[src/rtl/adc_capture.sv]
// ---------------------------------------------------------------------------
// adc_capture
//
// Purpose:
//   Receive side of the two-channel ADC stream. Each accepted 32-bit beat is
//   unpacked into two signed 14-bit samples (RX channel, TX channel) and
//   registered. The block also provides:
//     - a block average of 2**LOG2_AVG samples per channel,
//     - sticky full-scale (overrange) flags,
//     - a watchdog that flags a stalled stream and drops the partial block.
//
// Parameters:
//   LOG2_AVG  log2 of samples per averaging block (0..8)
//   TIMEOUT   idle cycles without an accepted beat before LINK_LOST (2..65535)
//
// Ports:
//   clk                input   ADC clock, all logic on rising edge
//   rst                input   asynchronous, active-high reset
//   S_AXIS_ADC_tdata   input   [13:0] RX sample, [29:16] TX sample
//   S_AXIS_ADC_tvalid  input   beat valid
//   S_AXIS_ADC_tready  output  sink ready (1 from first edge after reset)
//   RX_ADC / TX_ADC    output  last accepted samples, signed
//   DATA_VALID         output  one-cycle pulse when RX_ADC/TX_ADC update
//   RX_AVG / TX_AVG    output  block averages, signed, floor rounding
//   AVG_VALID          output  one-cycle pulse when the averages update
//   OVR_CLR            input   clears both overrange flags
//   RX_OVR / TX_OVR    output  sticky full-scale flags
//   LINK_LOST          output  stream-idle watchdog flag
// ---------------------------------------------------------------------------
module adc_capture #(
    parameter int LOG2_AVG = 4,
    parameter int TIMEOUT  = 16
) (
    input  logic        clk,
    input  logic        rst,
    input  logic [31:0] S_AXIS_ADC_tdata,
    input  logic        S_AXIS_ADC_tvalid,
    output logic        S_AXIS_ADC_tready,
    output logic [13:0] RX_ADC,
    output logic [13:0] TX_ADC,
    output logic        DATA_VALID,
    output logic [13:0] RX_AVG,
    output logic [13:0] TX_AVG,
    output logic        AVG_VALID,
    input  logic        OVR_CLR,
    output logic        RX_OVR,
    output logic        TX_OVR,
    output logic        LINK_LOST
);

    localparam int SAMP_W = 14;
    // A full block of full-scale samples needs exactly LOG2_AVG extra bits.
    localparam int ACC_W  = SAMP_W + LOG2_AVG;
    localparam int CNT_W  = (LOG2_AVG > 0) ? LOG2_AVG : 1;
    localparam int IDLE_W = $clog2(TIMEOUT + 1);

    localparam logic [CNT_W-1:0]  CNT_LAST = CNT_W'((1 << LOG2_AVG) - 1);
    localparam logic [IDLE_W-1:0] IDLE_MAX = IDLE_W'(TIMEOUT);

    localparam logic [SAMP_W-1:0] FS_POS = 14'h1FFF;
    localparam logic [SAMP_W-1:0] FS_NEG = 14'h2000;

    // -----------------------------------------------------------------------
    // Shared control
    // -----------------------------------------------------------------------
    logic              r_tready;
    logic              r_data_valid;
    logic              r_avg_valid;
    logic              r_link_lost;
    logic [CNT_W-1:0]  r_blk_cnt;
    logic [IDLE_W-1:0] r_idle_cnt;

    logic              w_accept;
    logic              w_block_end;
    logic [IDLE_W-1:0] w_idle_next;
    logic              w_lost_rise;
    logic              w_unused_tdata;

    // Padding bits of the packed word are deliberately ignored.
    assign w_unused_tdata = ^{S_AXIS_ADC_tdata[31:30], S_AXIS_ADC_tdata[15:14]};

    assign w_accept    = S_AXIS_ADC_tvalid & r_tready;
    assign w_block_end = w_accept && (r_blk_cnt == CNT_LAST);

    always_comb begin
        w_idle_next = r_idle_cnt;
        if (w_accept) begin
            w_idle_next = '0;
        end else if (r_idle_cnt != IDLE_MAX) begin
            w_idle_next = r_idle_cnt + 1'b1;
        end
    end

    // Only the first cycle of a stall discards the partial block; once the
    // flag is up the accumulators are already empty.
    assign w_lost_rise = !r_link_lost && !w_accept && (w_idle_next == IDLE_MAX);

    always_ff @(posedge clk or posedge rst) begin
        if (rst) begin
            r_tready     <= 1'b0;
            r_data_valid <= 1'b0;
            r_avg_valid  <= 1'b0;
            r_link_lost  <= 1'b0;
            r_blk_cnt    <= '0;
            r_idle_cnt   <= '0;
        end else begin
            r_tready     <= 1'b1;
            r_data_valid <= w_accept;
            r_avg_valid  <= w_block_end;
            r_idle_cnt   <= w_idle_next;

            if (w_accept) begin
                r_link_lost <= 1'b0;
            end else if (w_idle_next == IDLE_MAX) begin
                r_link_lost <= 1'b1;
            end

            if (w_lost_rise) begin
                r_blk_cnt <= '0;
            end else if (w_accept) begin
                if (w_block_end) begin
                    r_blk_cnt <= '0;
                end else begin
                    r_blk_cnt <= r_blk_cnt + 1'b1;
                end
            end
        end
    end

    // -----------------------------------------------------------------------
    // Per-channel datapath: channel 0 = RX (bits 13:0), 1 = TX (bits 29:16)
    // -----------------------------------------------------------------------
    genvar gi;
    generate
        for (gi = 0; gi < 2; gi++) begin : gen_ch
            logic signed [SAMP_W-1:0] w_samp;
            logic signed [ACC_W-1:0]  w_ext;
            logic signed [ACC_W-1:0]  w_sum;
            logic signed [SAMP_W-1:0] w_avg;
            logic                     w_fullscale;

            logic signed [SAMP_W-1:0] r_samp;
            logic signed [ACC_W-1:0]  r_acc;
            logic signed [SAMP_W-1:0] r_avg;
            logic                     r_ovr;

            assign w_samp = S_AXIS_ADC_tdata[16*gi +: SAMP_W];
            assign w_ext  = ACC_W'(w_samp);
            assign w_sum  = r_acc + w_ext;
            // Dropping the low LOG2_AVG bits of a two's-complement sum is an
            // arithmetic shift with floor rounding.
            assign w_avg  = w_sum[ACC_W-1:LOG2_AVG];

            assign w_fullscale = (w_samp == FS_POS) || (w_samp == FS_NEG);

            always_ff @(posedge clk or posedge rst) begin
                if (rst) begin
                    r_samp <= '0;
                    r_acc  <= '0;
                    r_avg  <= '0;
                    r_ovr  <= 1'b0;
                end else begin
                    if (w_accept) begin
                        r_samp <= w_samp;
                    end

                    if (w_lost_rise) begin
                        r_acc <= '0;
                    end else if (w_accept) begin
                        if (w_block_end) begin
                            r_acc <= '0;
                            r_avg <= w_avg;
                        end else begin
                            r_acc <= w_sum;
                        end
                    end

                    // A new full-scale sample takes priority over a clear.
                    if (w_accept && w_fullscale) begin
                        r_ovr <= 1'b1;
                    end else if (OVR_CLR) begin
                        r_ovr <= 1'b0;
                    end
                end
            end
        end
    endgenerate

    // -----------------------------------------------------------------------
    // Outputs
    // -----------------------------------------------------------------------
    assign S_AXIS_ADC_tready = r_tready;
    assign DATA_VALID        = r_data_valid;
    assign AVG_VALID         = r_avg_valid;
    assign LINK_LOST         = r_link_lost;

    assign RX_ADC = gen_ch[0].r_samp;
    assign TX_ADC = gen_ch[1].r_samp;
    assign RX_AVG = gen_ch[0].r_avg;
    assign TX_AVG = gen_ch[1].r_avg;
    assign RX_OVR = gen_ch[0].r_ovr;
    assign TX_OVR = gen_ch[1].r_ovr;

endmodule

[config.mk]
export PLATFORM = sky130hd
export DESIGN_NAME = adc_capture
export DESIGN_NICKNAME = d
export VERILOG_FILES = /design/src/rtl/adc_capture.sv
export SDC_FILE = /design/constraint.sdc
export NUM_CORES = 1
export LEC_CHECK = 0
export BUFFER_PORTS_ARGS = -buffer_cell sky130_fd_sc_hd__buf_2
export CORE_AREA = 2 2 111 113
export DETAILED_ROUTE_END_ITERATION = 8
export DIE_AREA = 0 0 113 115
export PLACE_DENSITY_LB_ADDON = 0.08
export SYNTH_ARGS = -nofsm -noshare
export SYNTH_HDL_FRONTEND = slang
export SYNTH_SLANG_ARGS = --single-unit
[constraint.sdc]
create_clock -name clk -period 3.4 [get_ports clk]
set_input_delay 0.68 -clock clk [delete_from_list [all_inputs] [get_ports clk]]
set_output_delay 0.68 -clock clk [all_outputs]
set_load 0.03 [all_outputs]
==> results_dict.tcl, run 1 <==
set metrics [dict create \
    ys_seq_area_frac 0.457 \
    die_x_um 113 \
    overflow 0 \
    cts_buffers 9 \
    row_count 40 \
    root_buffer "clkbuf_16" \
    p_clk_frac 0.183 \
    cp.arrival_ps 3000 \
    path_clk_slew_ps 70 \
    path_common_cell "o21ai_0" \
    cts.htree.levels 3 \
    fin_setup_tns_ps 0 \
    ant_nets 0 \
    critical_path_class "input pin to register" \
    clk-insertion-delay-late_ps 340 \
    place_area_um2 6440 \
    finalWirelength_mm 13.8 \
    ir_drop_uv 327 \
    synth_top_family_by_area "compound AO/OA/AOI/OAI gates" \
    netlist_area_um2 5860 \
    drv_cap 0 \
    yosysMostFrequentCell "nand2_1" \
    initial_core_util 0.496 \
    intPower_mw 3.31 \
    rsz0062_at_grt "false" \
    hp-class "input pin to asynchronous set/reset pin" \
    hold_buffers 0 \
    cts_buffer_depth 2 \
    hold_violations 0 \
    synthAdderAreaFrac 0.0858 \
    synth_compound_area_frac 0.177 \
    grt_max_degree 45 \
    grt_first_pass_wirelength_mm 23.1 \
    p_comb_frac 0.479 \
    drt-vias-per-instance 5.54 \
    relSlewSlack 0.493 \
    yosys.area_share.xor_xnor 0.0508 \
    cp-start-kind "input pin" \
    tightestPinTransition_ps 761 \
    place_hpwl_mm 10.1 \
    synth_cell_types 62 \
    grt_usage 0.221 \
    layout-drive-gt1-share 0.192 \
    slowest_stage "a311oi_1" \
    syn_avg_cell_area_um2 9.41 \
    cp_max_fo 4 \
    p_sw_frac 0.408 \
    synth_nets 698 \
    seqPwrFrac 0.337 \
    die_y_um 115 \
    gp_congestion 0.860 \
    ys_ff_latch 107 \
    synthSimpleGateAreaFrac 0.172 \
    antenna_found_initial 0 \
    synth_area_leaders "dfrtp_1, nand2_1, ha_1, a22o_1, xnor2_1" \
    wl_per_cell_um 16.1 \
    grt_pass1_vias 4845 \
    synth_commonest_cells "nand2_1, dfrtp_1, ha_1" \
    path_cells "buf_2 -> ha_1 -> fa_1 -> a21o_1 -> a21oi_1 -> o21ai_1 -> a311oi_1 -> o21ai_0 -> xnor2_1 -> o21ai_0" \
    ys_async_sr_fraction 1.00 \
    area.growth.synth_to_final_pct 14.7 \
    worst_ep_required_time_ps 3600 \
    finalMaxSlewViolations 0 \
    synth_ff_type "dfrtp_1" \
    cts-resized-gates 0 \
    power_density_nw_per_um2 833 \
    layout_min_cycle_time_ps 2800 \
    coreArea_um2 11800 \
    p_leak_nw 3.45 \
    postCtsSetupBuffers 0 \
    status "finished, violations left" \
    yosysWarnings 0 \
    synth_top_area_frac 0.457 \
    drc 5 \
    final_nets 782 \
    io_buffers 93 \
    synthMuxAreaShare 0.0209 \
    switchingPower_mw 2.29 \
    drtPass1Iterations 6 \
    cts_tree "built" \
    io_pins 98 \
    design_area_um2 6720 \
    yosysTopAreaCell "dfrtp_1" \
    max_stage_delay_ps 430 \
    drt-initial-drc-count 165 \
    synth_edf_count 0 \
    cts_sinks 107 \
    fmax_ghz 0.357 \
    min_period_over_period 0.823 \
    dieArea_um2 13000 \
    violations "design-rule violations" \
    via_count 4748 \
    setup_violations 0 \
    fin_worst_skew_ps 5.40 \
    critPathCaptureType "register" \
    num_antenna_cells 0 \
    syn_inst 623 \
]
-- layout make-up --
class | instances | area (um^2)
Tap cell | 147 | 184
Multi-Input combinational cell | 471 | 2980
Clock inverter | 3 | 40.0
Inverter | 18 | 71.3
Fill cell | 1097 | 5090
Timing Repair Buffer | 100 | 531
Clock buffer | 11 | 243
Sequential cell | 107 | 2680
-- kinds of logic after synthesis --
kind of cell	count (synthesis)
buffers and inverters	45
AND/OR/NAND/NOR	236
AO/OA/AOI/OAI	150
XOR/XNOR	34
adder cells (fa/ha/maj)	39
other	1
flip-flops	107
multiplexers	11
-- routing by layer --
layer,vias to the layer above,wire length (um),GRT usage
li1,2338,-,-
met1,2295,6200,0.278
met2,91,6790,0.387
met3,24,476,0.0274
met4,0,319,0.0919
met5,-,0,0
-- worst max-delay path: cells and delay by family --
family	cells	cell delay, ps
compound gates	6	1350
fa+ha+maj	2	640
xor+xnor	1	210
buf+inv	1	130
-- cells in the final DEF, fill, tap and decap left out, types with 5 or more instances in the layout --
| cell | instances |
|---|---|
| a21o_1 | 11 |
| a21oi_1 | 28 |
| a22o_1 | 24 |
| buf_2 | 93 |
| buf_4 | 6 |
| clkbuf_16 | 9 |
| dfrtp_1 | 107 |
| ha_1 | 37 |
| inv_1 | 16 |
| mux2_2 | 10 |
| nand2_1 | 157 |
| nand3_1 | 11 |
| nand4_1 | 10 |
| nor2_1 | 28 |
| nor3_1 | 6 |
| nor4_1 | 5 |
| o21a_1 | 6 |
| o21ai_0 | 26 |
| o21ai_1 | 13 |
| o21bai_1 | 7 |
| xnor2_1 | 21 |
| xor2_1 | 13 |
-- sequential cells by signal (all words and copies together), names as in the netlist --
name               cells
AVG_VALID              1
DATA_VALID             1
LINK_LOST              1
RX_ADC                14
RX_AVG                14
RX_OVR                 1
S_AXIS_ADC_tready      1
TX_ADC                14
TX_AVG                14
TX_OVR                 1
gen_ch.r_acc          36
r_blk_cnt              4
r_idle_cnt             5
-- metrics by stage --
stage / worst slack (ps) / power [mW] / util / hold WS, ps / cells
floorplan: 714 / 3.97 / - / 452 / 623
CTS: 602 / 5.62 / 0.569 / 346 / 857
global route: 340 / 6.03 / 0.569 / 367 / 857
global placement: 263 / 4.49 / 0.545 / 452 / 843
finish: 600 / 5.60 / 0.569 / 338 / 857
detailed placement: 256 / 4.57 / 0.545 / 458 / 843
-- power groups by stage --
stage / registers [mW] / logic (mW) / clock network [mW]
final: 1.89 / 2.68 / 1.03
after global routing: 1.94 / 3.00 / 1.09
after CTS: 1.89 / 2.68 / 1.05
after detailed placement: 1.90 / 2.66 / 0
after global placement: 1.89 / 2.60 / 0
after floorplan: 2.12 / 1.86 / 0
-- path summary, 6_finish.rpt --
path	from	endpoint	slack [ps]	depth (start not counted)
max	S_AXIS_ADC_tdata[0]	RX_AVG[12]	600	10
max reg2reg	gen_ch[0].r_acc[0]	RX_AVG[12]	700	9
min reg2reg	RX_AVG[2]	RX_AVG[2]	470	2
min in group clk	RX_AVG[2]	RX_AVG[2]	470	2
max in group asynchronous	rst	gen_ch[0].r_acc[14]	2420	3
min	rst	gen_ch[1].r_acc[2]	340	2
Note: power is estimated with default switching activity, not from simulation.
==> run 2, diff against run 1 <==
clock period = 2.27 ns   (was 3.4 ns; I/O delays follow)
==> run 2 against run 1 <==
The run ends with design-rule violations, negative setup slack left. Routed wire length up 20%. Clock-buffer cell count shrank 2. Power is 75% higher. Clock power is 58% higher. First-iteration DRC count rose by 120%. Worst hold slack lost 200 ps. Sequential power is 51% higher.
==> results_dict.tcl, run 2 (synthesis results as in run 1) <==
set metrics [dict create \
    min_period_over_period 1.03 \
    ant_nets 0 \
    cts_buffer_depth 2 \
    gp_congestion 0.882 \
    hp-class "input pin to asynchronous set/reset pin" \
    violations "design-rule violations, negative setup slack" \
    relSlewSlack 0.637 \
    place_hpwl_mm 11.1 \
    path_cells "ha_4 -> fa_2 -> a21oi_4 -> o21ai_2 -> a21oi_2 -> o211ai_1 -> a41o_1 -> xor2_1 -> mux2_4" \
    layout-drive-gt1-share 0.339 \
    die_x_um 113 \
    num_antenna_cells 0 \
    fmax_ghz 0.428 \
    max_stage_delay_ps 410 \
    intPower_mw 5.81 \
    grt_max_degree 60 \
    tightestPinTransition_ps 543 \
    power_density_nw_per_um2 1260 \
    area.growth.synth_to_final_pct 32.8 \
    critical_path_class "register to register" \
    reg2reg_from "gen_ch[1].r_acc[0]" \
    hold_violations 0 \
    final_common_cell "nand2_1" \
    drt-vias-per-instance 5.52 \
    path_clk_slew_ps 70 \
    layout_common_cells "nand2_1, dfrtp_1, buf_4" \
    slowest_stage "dfrtp_1" \
    finalMaxSlewViolations 0 \
    p_leak_nw 3.98 \
    overflow 0 \
    fin_worst_skew_ps 9.12 \
    die_y_um 115 \
    place_ws_ps -300 \
    io_pins 98 \
    rr_endpoint "TX_AVG[12]" \
    fill_cells 1028 \
    grt_usage 0.248 \
    cp.arrival_ps 2580 \
    worst_ep_required_time_ps 2520 \
    critPathCaptureType "register" \
    rrSetupSlack_ps -70 \
    layout_min_cycle_time_ps 2340 \
    drc 9 \
    switchingPower_mw 3.99 \
    ir_drop_uv 759 \
    final_nets 882 \
    grt_first_pass_wirelength_mm 25.3 \
    final-instance-count-excl-fill 959 \
    cp_num_buf_inv 0 \
    setup_violations 5 \
    hold-worst-slack_ps 136 \
    antenna_found_initial 0 \
    largest_register_ffs 36 \
    cts_sinks 107 \
    initial_core_util 0.496 \
    drv_cap 0 \
    via_count 5290 \
    cp-start-kind "register" \
    critPathTopFamily "compound AO/OA/AOI/OAI gates" \
    design_area_um2 7790 \
    rr_worst_depth 9 \
    finalWirelength_mm 16.5 \
    row_count 40 \
    seqPwrFrac 0.291 \
    coreArea_um2 11800 \
    drtPass1Iterations 6 \
    root_buffer "clkbuf_16" \
    setup_slack_ps -65.0 \
    cts.htree.levels 3 \
    total_power_mw 9.80 \
    wl_per_cell_um 17.2 \
    cts_buffers 9 \
    status "finished, violations left" \
    clk-insertion-delay-late_ps 360 \
    p_clk_frac 0.166 \
    dieArea_um2 13000 \
    final_core_util 0.659 \
    p_comb_frac 0.543 \
    drt-initial-drc-count 355 \
    fin_setup_tns_ps -126 \
    hold_buffers 0 \
    numPlacedInstances 923 \
    regMostFlops "gen_ch.r_acc" \
    cp_max_fo 2 \
    grt_pass1_vias 5211 \
    rsz0062_at_grt "true" \
    io_buffers 93 \
    place_area_um2 7090 \
    p_sw_frac 0.407 \
    cts_tree "built" \
]
-- run 2: how the worst max path moves through the flow --
stage | cells after the start | to | from | slack, ps
2_1_floorplan | 9 | TX_AVG[8] | S_AXIS_ADC_tdata[16] | -30
3_3_place_gp | 10 | TX_AVG[8] | S_AXIS_ADC_tdata[16] | -260
3_5_place_dp | 9 | TX_AVG[10] | S_AXIS_ADC_tdata[16] | -300
4_1_cts | 9 | TX_AVG[12] | gen_ch[1].r_acc[0] | -80
5_1_grt | 9 | TX_AVG[8] | gen_ch[1].r_acc[0] | -120
6_report | 9 | TX_AVG[12] | gen_ch[1].r_acc[0] | -70
-- run 2: layout make-up --
type                       count  area, um^2  share of cell area
tap                          147         184              0.0236
multi-input combinational    478        3310               0.425
clock inverter                 7        75.1             0.00964
clock buffer                   9         225              0.0289
timing repair buffer         193        1240               0.160
inverter                      18        71.3             0.00916
sequential                   107        2680               0.344
-- run 2: metal layers --
metal	GRT usage	vias to the layer above	share of wire
met5	0	-	0
met4	0.0837	0	0.025
met3	0.0617	28	0.048
met2	0.434	130	0.50
met1	0.302	2578	0.43
li1	-	2554	-
-- run 2: timing repair --
item | 4_1_cts | 5_1_grt
setup buffers | 10 | 5
endpoints found under the hold margin | 0 | 0
pin swaps | 17 | 31
gates cloned | 2 | 5
resized for setup | 10 | 44
endpoints found under the setup margin | 32 | 54
-- run 2: power by group through the flow --
| stage | Sequential (mW) | Clock [mW] | Combinational (mW) |
|---|---|---|---|
| 2_1_floorplan | 3.17 | 0 | 2.83 |
| 3_3_place_gp | 2.84 | 0 | 4.55 |
| 3_5_place_dp | 2.85 | 0 | 4.70 |
| 4_1_cts | 2.84 | 1.66 | 4.89 |
| 5_1_grt | 2.92 | 1.72 | 5.80 |
| 6_report | 2.85 | 1.63 | 5.32 |
==> run 3, diff against run 2 <==
ABC_AREA = 1   (was unset)
CORE_AREA = 2 2 115 117   (was 2 2 111 113)
DIE_AREA = 0 0 117 119   (was 0 0 113 115)
SETUP_SLACK_MARGIN = 0.15   (was unset)
==> run 3 against run 2 <==
The flow now finishes without violations. Cell area fell by 5.1%. Worst hold slack improved by 120 ps. Clock skew fell by 2.9 ps. Register-to-register slack improved by 400 ps. Clock-buffer cell count rose by 1. Final cell count rose by 16%. Routed wire length fell by 3.5%. Flip-flop and latch count did not move. Die area rose by 7.1%. Area after synthesis rose by 10%. Highest routed layer unchanged.
==> results_dict.tcl, run 3 <==
set metrics [dict create \
    yosysMostFrequentCell "nand2_1" \
    largest_register_ffs 36 \
    io_buffers 93 \
    min_period_over_period 0.855 \
    ys_ff_latch 107 \
    synth_edf_count 0 \
    yosysTopAreaCell "dfrtp_1" \
    status "completed" \
    fin_worst_skew_ps 6.26 \
    setup_violations 0 \
    critical_path_class "register to register" \
    die_x_um 117 \
    drtPass1Iterations 5 \
    drv_cap 0 \
    ant_nets 0 \
    finalWirelength_mm 15.9 \
    multi_input_area_um2 3340 \
    cp_max_fo 3 \
    cts_sinks 107 \
    finalMaxSlewViolations 0 \
    place_ws_ps 117 \
    initial_core_util 0.503 \
    row_count 42 \
    overflow 0 \
    layout_common_cells "nand2_1, dfrtp_1, buf_2" \
    cts_buffer_depth 2 \
    drt-vias-per-instance 5.10 \
    grt_pass1_vias 5503 \
    fill_cells 1255 \
    cp-startpoint "gen_ch[0].r_acc[0]" \
    grt_max_degree 108 \
    die_y_um 119 \
    critPathCaptureType "register" \
    synth_top_area_frac 0.414 \
    fin_setup_tns_ps 0 \
    layout_min_cycle_time_ps 1940 \
    synth_commonest_cells "nand2_1, dfrtp_1, nand3_1" \
    coreArea_um2 12900 \
    setup_slack_ps 330 \
    synth_ff_type "dfrtp_1" \
    hold_violations 0 \
    grt_usage 0.243 \
    final_common_cell "nand2_1" \
    num_antenna_cells 0 \
    dieArea_um2 13900 \
    yosysWarnings 0 \
    ys_async_sr_fraction 1.00 \
    gp_congestion 0.923 \
    antenna_found_initial 0 \
    seq_area_um2 2680 \
    clk-insertion-delay-late_ps 360 \
    p_leak_nw 4.22 \
    rr_worst_depth 10 \
    ir_drop_uv 536 \
    cts_tree "built" \
    worst_ep_required_time_ps 2520 \
    cts.htree.levels 3 \
    synth_area_leaders "dfrtp_1, nand2_1, ha_1, nand3_1, nand3_2" \
    postCtsSetupBuffers 0 \
    total_power_mw 8.65 \
    rsz0062_at_grt "false" \
    syn_inst 842 \
    drc 0 \
    root_buffer "clkbuf_16" \
    layout-drive-gt1-share 0.170 \
    netlist_area_um2 6470 \
    synth_cell_types 35 \
    ys_seq_area_frac 0.414 \
    relSlewSlack 0.547 \
    cp-start-kind "register" \
    wl_per_cell_um 14.3 \
    design_area_um2 7390 \
    regMostFlops "gen_ch.r_acc" \
    area.growth.synth_to_final_pct 14.2 \
    path_clk_slew_ps 70 \
    drt-initial-drc-count 332 \
    synth_nets 917 \
    power_density_nw_per_um2 1170 \
    grt_first_pass_wirelength_mm 26.7 \
    final_nets 1006 \
    io_pins 98 \
    final_core_util 0.574 \
    cp.arrival_ps 2190 \
    via_count 5667 \
    reg2reg_from "gen_ch[0].r_acc[0]" \
    fmax_ghz 0.515 \
    hp-class "input pin to asynchronous set/reset pin" \
    place_hpwl_mm 11.5 \
    place_area_um2 7080 \
    syn_avg_cell_area_um2 7.69 \
    tightestPinTransition_ps 679 \
    cts_buffers 9 \
]
-- run 3: cell count changes after synthesis, sizes merged, moves of 7 or more --
| cell | previous run | this run |
|---|---|---|
| nand3b | 0 | 14 |
| buf | 11 | 20 |
| o21a | 7 | 0 |
| a22o | 24 | 0 |
| inv | 18 | 73 |
| nor2 | 28 | 40 |
| nand3 | 11 | 107 |
| nand2 | 158 | 337 |
| clkbuf | 16 | 4 |
| a21o | 11 | 2 |
| xnor2 | 21 | 3 |
| mux2 | 10 | 0 |
| o21ai | 39 | 20 |
-- run 3: final timing paths --
| check | end | slack [ps] |
|---|---|---|
| min in group clk | RX_ADC[0] | 340 |
| max | gen_ch[0].r_acc[16] | 330 |
| max in group asynchronous | gen_ch[1].r_acc[12] | 1580 |
| min | r_idle_cnt[3] | 250 |
| min reg2reg | TX_AVG[10] | 480 |
| max reg2reg | gen_ch[0].r_acc[16] | 330 |
-- run 3: worst max-delay path, cell delays in order, from the launching register on --
cell and delay [ps]:
dfrtp_1 390, ha_1 230, fa_1 410, nand3_1 100, nand2_1 120, nand2_1 90
nand2_1 110, nand2_1 120, nand3_1 100, nand3_1 100, nand2_1 60
-- run 3: metrics by stage --
stage / hold slack (ps) / std cells
2_1_floorplan: 473 / 842
3_3_place_gp: 459 / 1096
3_5_place_dp: 460 / 1096
4_1_cts: 296 / 1112
5_1_grt: 314 / 1112
6_report: 254 / 1112
-- run 3: layer usage --
| layer | GRT usage | share of wire | vias to the layer above |
|---|---|---|---|
| li1 | - | - | 2879 |
| met1 | 0.340 | 0.48 | 2648 |
| met2 | 0.379 | 0.46 | 121 |
| met3 | 0.0377 | 0.039 | 19 |
| met4 | 0.0904 | 0.021 | 0 |
| met5 | 0 | 0 | - |
-- run 3: area by class of cell --
| type | instances | area share |
|---|---|---|
| Timing Repair Buffer | 102 | 0.0760 |
| Sequential cell | 107 | 0.362 |
| Inverter | 74 | 0.0381 |
| Tap cell | 176 | 0.0298 |
| Multi-Input combinational cell | 637 | 0.452 |
| Clock inverter | 6 | 0.00948 |
| Clock buffer | 10 | 0.0323 |
-- run 3: power by group --
group          switching, mW  internal (mW)
clock                  0.756          0.901
combinational           2.70           1.47
sequential             0.378           2.45
total                   3.83           4.82
-- run 3: cells by family (layout without fill, tap and decap cells) --
kind of cell / count (synthesis) / in the layout / synth area share
compound gates: 52 / 52 / 0.0417
xor+xnor: 18 / 18 / 0.0243
fa+ha+maj: 39 / 39 / 0.0777
buf+inv: 98 / 192 / 0.0715
flops: 107 / 107 / 0.414
other cells: 1 / 1 / 0.000579
simple gates: 527 / 527 / 0.371
-- run 3: repair_timing --
action / 4_1_cts / 5_1_grt
gates resized for setup: 0 / 1
hold buffers: 0 / 0
endpoints found under the setup margin: 0 / 26
